`src/rtl/vga_timing_gen.sv`:
```
// Parametrised VGA raster timing generator: prescaled pixel strobe, h/v counters,
// registered coordinates, sync, active-video flag, line/frame strobes and frame count.
module vga_timing_gen #(
    parameter int H_ACTIVE = 640,
    parameter int H_FP     = 16,
    parameter int H_SYNC   = 96,
    parameter int H_BP     = 48,
    parameter int V_ACTIVE = 480,
    parameter int V_FP     = 10,
    parameter int V_SYNC   = 2,
    parameter int V_BP     = 33,
    parameter int H_POL    = 0,
    parameter int V_POL    = 0,
    parameter int CLK_DIV  = 1,
    parameter int X_W      = 10,
    parameter int Y_W      = 10
) (
    input  logic           clk,
    input  logic           reset_n,
    input  logic           enable,
    input  logic           restart,
    output logic           px_en,
    output logic [X_W-1:0] x,
    output logic [Y_W-1:0] y,
    output logic           active,
    output logic           hsync,
    output logic           vsync,
    output logic           line_start,
    output logic           frame_start,
    output logic [15:0]    frame_count
);

    localparam int H_TOTAL  = H_ACTIVE + H_FP + H_SYNC + H_BP;
    localparam int V_TOTAL  = V_ACTIVE + V_FP + V_SYNC + V_BP;
    localparam int HS_START = H_ACTIVE + H_FP;
    localparam int HS_END   = HS_START + H_SYNC;
    localparam int VS_START = V_ACTIVE + V_FP;
    localparam int VS_END   = VS_START + V_SYNC;
    localparam int P_W      = (CLK_DIV > 1) ? $clog2(CLK_DIV) : 1;

    localparam logic [P_W-1:0] PRE_LAST = P_W'(CLK_DIV - 1);
    localparam logic [X_W-1:0] H_LAST   = X_W'(H_TOTAL - 1);
    localparam logic [Y_W-1:0] V_LAST   = Y_W'(V_TOTAL - 1);
    localparam logic           HS_ACT   = (H_POL != 0);
    localparam logic           VS_ACT   = (V_POL != 0);

    logic [P_W-1:0] pre_cnt;
    logic [X_W-1:0] h_cnt;
    logic [Y_W-1:0] v_cnt;
    logic           tick;
    logic           h_wrap;
    logic           v_wrap;
    logic           pix_active;
    logic           pix_hs;
    logic           pix_vs;

    // h_cnt/v_cnt always hold the pixel the next tick will present; the
    // compares are done 32 bits wide so an end bound equal to 2^X_W still works.
    always_comb begin
        tick       = enable && !restart && (pre_cnt == PRE_LAST);
        h_wrap     = (h_cnt == H_LAST);
        v_wrap     = (v_cnt == V_LAST);
        pix_active = (32'(h_cnt) < 32'(H_ACTIVE)) && (32'(v_cnt) < 32'(V_ACTIVE));
        pix_hs     = (32'(h_cnt) >= 32'(HS_START)) && (32'(h_cnt) < 32'(HS_END));
        pix_vs     = (32'(v_cnt) >= 32'(VS_START)) && (32'(v_cnt) < 32'(VS_END));
    end

    // NOTE: state registers use non-blocking assignments so every flop samples
    // the pre-edge values, independent of block ordering.
    always_ff @(posedge clk or negedge reset_n) begin
        if (!reset_n) begin
            pre_cnt <= '0;
            h_cnt   <= '0;
            v_cnt   <= '0;
        end else if (restart) begin
            pre_cnt <= '0;
            h_cnt   <= '0;
            v_cnt   <= '0;
        end else if (tick) begin
            pre_cnt <= '0;
            h_cnt   <= h_wrap ? '0 : h_cnt + 1'b1;
            if (h_wrap) begin
                v_cnt <= v_wrap ? '0 : v_cnt + 1'b1;
            end
        end else if (enable) begin
            pre_cnt <= pre_cnt + 1'b1;
        end
    end

    // Strobes follow tick, so enable=0 or restart forces them low; the
    // remaining outputs only load on a tick and otherwise hold.
    always_ff @(posedge clk or negedge reset_n) begin
        if (!reset_n) begin
            px_en       <= 1'b0;
            line_start  <= 1'b0;
            frame_start <= 1'b0;
            x           <= '0;
            y           <= '0;
            active      <= 1'b0;
            hsync       <= ~HS_ACT;
            vsync       <= ~VS_ACT;
            frame_count <= '0;
        end else begin
            px_en       <= tick;
            line_start  <= tick && (h_cnt == '0);
            frame_start <= tick && (h_cnt == '0) && (v_cnt == '0);
            if (tick) begin
                x      <= h_cnt;
                y      <= v_cnt;
                active <= pix_active;
                hsync  <= pix_hs ? HS_ACT : ~HS_ACT;
                vsync  <= pix_vs ? VS_ACT : ~VS_ACT;
                if (h_wrap && v_wrap) begin
                    frame_count <= frame_count + 16'd1;
                end
            end
        end
    end

endmodule
```
`config.mk`:
```
export PLATFORM = sky130hd
export DESIGN_NAME = vga_timing_gen
export DESIGN_NICKNAME = d
export VERILOG_FILES = /design/src/rtl/vga_timing_gen.sv
export SDC_FILE = /design/constraint.sdc
export NUM_CORES = 1
export LEC_CHECK = 0
export CAP_MARGIN = 5
export CELL_PAD_IN_SITES_DETAIL_PLACEMENT = 0
export CELL_PAD_IN_SITES_GLOBAL_PLACEMENT = 1
export CORE_ASPECT_RATIO = 1.1
export CORE_UTILIZATION = 44
export CTS_BUF_LIST = sky130_fd_sc_hd__clkbuf_4
export CTS_CLUSTER_SIZE = 14
export DETAILED_ROUTE_END_ITERATION = 12
export PLACE_DENSITY = 0.89
export SLEW_MARGIN = 0
export SYNTH_ARGS = -nofsm -noshare
export SYNTH_HDL_FRONTEND = slang
export SYNTH_SLANG_ARGS = --single-unit
```
`constraint.sdc`:
```
create_clock -name clk -period 2.1 [get_ports clk]
set_input_delay 0.21 -clock clk [delete_from_list [all_inputs] [get_ports clk]]
set_output_delay 0.21 -clock clk [all_outputs]
set_load 0.02 [all_outputs]
```
==> Word level (Yosys, flattened, before mapping) <==
Index checks and enable logic that the tools add are counted.
{ "totals": {"output_inout_bits": 42, "input_bits": 4, "elab_cells": 53, "register_bits": 63} }
{ "op_classes": {"n_addsub": 4, "magnitude_cmp": 6, "reduce_logical": 16, "bitwise": 1, "muxes": 12, "eq_ne": 2} }
{ "op_table": {"columns": ["cell", "count"], "rows": [
  ["$mux 10", 7],
  ["$add 10x1->10 const B", 2],
  ["$eq 10x10->1 const B", 2],
  ["$logic_not 10->1", 2],
  ["$lt 10x10->1 const B", 2],
  ["$lt 10x9->1 const B", 2],
  ["$add 16x1->16 const B", 1],
  ["$ge 10x10->1 const B", 1],
  ["$ge 10x9->1 const B", 1],
  ["$logic_and 1x1->1", 8],
  ["$mux 1", 5],
  ["$reduce_and 2->1", 2],
  ["$reduce_bool 2->1", 2],
  ["$reduce_bool 3->1", 1],
  ["$add 1x1->1 const B", 1],
  ["$logic_not 1->1", 1],
  ["$not 1->1", 1]
]} }

==> Logic depth before layout (Yosys ltp) <==
{ "depth": {"word_depth": 5, "mapped_depth": 7, "depth_no_buf": 6} }

==> Worst setup path before layout <==
OpenSTA, ideal clock, no wires.
{ "synth_timing": {"path_kind": "reg2reg", "start": "reg v_cnt[0]", "end": "reg frame_count[1]", "path_slack_ns": 0.342, "arrival_ns": 1.630, "path_stages_with_launch": 7, "period_less_slack_ns": 1.758, "required_time_ns": 1.972, "setup_ns": 0.128, "n_path_buf": 0, "cell_sequence": "dfrtp_1 > inv_1 > ha_1 > nor2b_1 > nand4_4 > nor2_1 > mux2_1"} }
{ "synth_between": {"elab_chain_len": 3} }
{ "synth_rtl": {"columns": ["item", "line_no", "source"], "rows": [
  ["start, declared", "49", "logic [Y_W-1:0] v_cnt;"],
  ["start signal, assigned", "83", "v_cnt <= v_wrap ? '0 : v_cnt + 1'b1;"],
  ["$eq 10x10->1", "62", "v_wrap = (v_cnt == V_LAST);"],
  ["$logic_and 1x1->1", "113", "if (h_wrap && v_wrap) begin"],
  ["$reduce_and 2->1 (no line)", null, null],
  ["end signal, assigned", "114", "frame_count <= frame_count + 16'd1;"],
  ["end, declared", "30", "output logic [15:0] frame_count"]
]} }
Every way passes these cells.
A chain may end at the register's enable or synchronous reset.

==> Final worst setup path <==
{ "layout_timing": {"start": "reg h_cnt[1]", "end": "reg v_cnt[5]"} }
{ "layout_between": {"elab_chain_len": 3} }
{ "layout_rtl": {"columns": ["item", "line_no", "source"], "rows": [
  ["start, declared", "48", "logic [X_W-1:0] h_cnt;"],
  ["start signal, assigned", "81", "h_cnt <= h_wrap ? '0 : h_cnt + 1'b1;"],
  ["$eq 10x10->1", "61", "h_wrap = (h_cnt == H_LAST);"],
  ["$reduce_bool 2->1 (no line)", null, null],
  ["$reduce_and 2->1 (no line)", null, null]
]} }
Every way passes these cells.

==> summary.txt <==
Outcome
  – Status: complete, no violations

Setup path
  – Worst path top cell family by delay: simple AND/OR/NAND/NOR gates
  – Critical path class: reg2reg
  – CP startpoint: h_cnt[1]
  – Crit-path cells: ha_2, and4_2, nand4_1, or4_1, a21oi_1
  – CP arrival: 2250 ps
  – Worst Path Max Fanout: 6
  – Buf+Inv Stages, Crit Path: 0
  – Worst Path Required: 2430 ps
  – Worst r2r src: h_cnt[1]
  – Slowest cell on crit path: or4_1
  – Worst setup SP type: flop
  – Crit. End Element: flop
  – Worst path max stage delay: 550 ps

Detailed routing
  – Avg WL per Cell: 15.6 um
  – Total vias in the final route: 2391
  – 1st-iter DRT viols: 128
  – Detail Route Antenna Nets: 0
  – Via density: 5.56
  – Pre-Repair DR Iteration Count: 4
  – Total Wirelength: 6.69 mm
  – Drt drc: 0

Global routing
  – Initial antenna violation count: 0
  – Global Route Usage Sum: 0.202
  – First-pass GRT wire length: 11.3 mm
  – Pin count of the biggest net entering global routing: 44
  – GRT overflow: 0
  – Vias in the first global route: 2330

Cells and area
  – Final instance area: 3930 um2
  – NumNets Final: 353
  – Most frequent cells in the layout: dfrtp_1 (61), clkdlybuf4s50_1 (44), buf_4 (23), xor2_1 (21), mux2_2 (20)
  – Fin util: 0.585
  – Fillers: 580
  – Area of the multi-input gates: 1430 um2
  – Share of cells above drive strength 1: 0.221
  – Sequential cell area: 1580 um2
  – Commonest non-fill, non-tap cell in the layout: dfrtp_1
  – N_diodes: 0
  – Synthesis-to-finish area growth: 26.1%

Synth
  – Avg Cell Area, Syn: 11.2 um2
  – Post-synth EDFFs: 0
  – Post-synthesis cell area: 3110 um2
  – Asr flop ratio synth: 1.00
  – Synth unique cells: 46
  – Synth Register Bits: 63
  – Cell count after synthesis: 277
  – Sequential-to-total area share from yosys stat: 0.507
  – Synth Area in Compound Gates: 0.0719
  – Post-Synth Simple-Gate Area: 0.227
  – Post-synthesis adder-cell area fraction: 0.0201
  – Mapped Nets: 286
  – Yosys warns: 0
  – Main combinational cell family by area after synthesis: simple AND/OR/NAND/NOR gates
  – Mux cell area share after synthesis: 0.0792
  – Post-Synth XOR/XNOR Area: 0.0591
  – Dominant synthesized flop cell: dfrtp_1

Clocking
  – Root buffer cell: clkbuf_4
  – CTS buffer count: 9
  – Skew-Pair Late Insertion Delay: 400 ps
  – CTS tree: done
  – Clk sink count: 63
  – H-tree lvl count: 3
  – CTS max path bufs: 2
  – Clock-pin slew on the worst setup and hold paths: 110 ps

Floorplan
  – Die Wd: 82.2 um
  – Area of the die: 7420 um2
  – Io pins: 46
  – Initial Util: 0.464
  – Core Area: 6710 um2
  – Die height: 90.2 um
  – Row count: 31

STA
  – Slew margin rel.: 0.671
  – Fin Clk Skew: 12.4 ps
  – Total negative setup slack: 0 ps
  – Post-layout min period: 1920 ps
  – Setup violations, final: 0
  – Actual transition at the worst max-transition pin: 493 ps
  – Fmax: 0.521 GHz
  – Tcrit/Tclk final: 0.914
  – Hold Vio Cnt, Final: 0
  – RSZ-0062 raised after global routing: false
  – Max Slew Vio Count: 0

Placement
  – Gpl congestion: 0.897
  – Area after DPL: 3790 um2
  – Port buffer count: 45
  – HPWL Detailed: 4.74 mm

Pwr
  – Max IR drop VDD: 0.377 mV
  – Power density over cell area: 547 nW/um2
  – Leak: 1.75 nW

Job
  – Maxcap violations: 0

Hold path
  – Hold crit path type: in2async
[kinds of logic (layout without fill, tap and decap cells)]
logic type / after synthesis / in the layout
mux: 22 / 22
fa+ha+maj: 5 / 5
simple gates: 107 / 107
buf+inv: 23 / 94
compound gates: 36 / 36
flops: 63 / 63
xor+xnor: 21 / 21
[state kept, by name, indices dropped and copies added (netlist names)]
signal	flops
vsync	1
v_cnt	10
h_cnt	10
x	10
line_start	1
frame_start	1
y	10
pre_cnt	1
hsync	1
active	1
px_en	1
frame_count	16
[layer usage]
metal	vias up	GRT usage	part of all wire
met5	-	0	0
met3	7	0.0376	0.035
li1	1147	-	-
met4	0	0.0863	0.016
met2	62	0.310	0.50
met1	1175	0.273	0.45
[area by class of cell]
| cell class | instances | share of cell area |
|---|---|---|
| Clock buffer | 9 | 0.0172 |
| Tap cell | 82 | 0.0261 |
| Clock inverter | 6 | 0.0134 |
| Multi-Input combinational cell | 191 | 0.363 |
| Sequential cell | 63 | 0.402 |
| Inverter | 8 | 0.00765 |
| Timing Repair Buffer | 71 | 0.170 |
[worst paths after layout]
path	to	slack (ps)	depth (start not counted)
setup / recovery	v_cnt[5]	180	5
max in group asynchronous	hsync	1160	3
hold / removal	frame_count[15]	290	2
setup reg to reg	v_cnt[5]	180	5
min in group clk	pre_cnt	420	2
hold reg to reg	frame_count[15]	480	1
[cell usage after synthesis (all sizes together), types with 7 or more instances]
cell | count | area, um2
a21oi | 10 | 50.1
and3 | 8 | 50.1
and4 | 7 | 61.3
buf | 10 | 61.3
dfrtp | 61 | 1530
inv | 8 | 30.0
mux2 | 21 | 236
nand2 | 12 | 45.0
nand3 | 15 | 75.1
nand4 | 8 | 65.1
nor2 | 9 | 33.8
nor3 | 25 | 170
o21ai | 11 | 55.1
xor2 | 21 | 184
[power breakdown]
part | internal (mW) | total [mW] | switching, mW
combinational | 0.0599 | 0.140 | 0.0796
sequential | 1.23 | 1.24 | 0.00893
clock | 0.343 | 0.773 | 0.430
[what timing repair did]
item / in CTS / in global routing
gates resized for setup: 0 / 2
endpoints found under the hold margin: 19 / 0
hold buffers: 1 / 0
setup endpoints to repair: 0 / 1
setup buffers: 0 / 0
[per-stage QoR]
step	std cells	total power, mW	hold slack, ps	setup slack [ps]
after floorplan	277	1.32	-85.6	342
after CTS	430	2.18	293	134
final	430	2.15	287	181
after detailed placement	414	1.40	204	81.4
after global routing	430	2.26	326	18.9
after global placement	414	1.40	201	151
(Power assumes the default switching activity.)
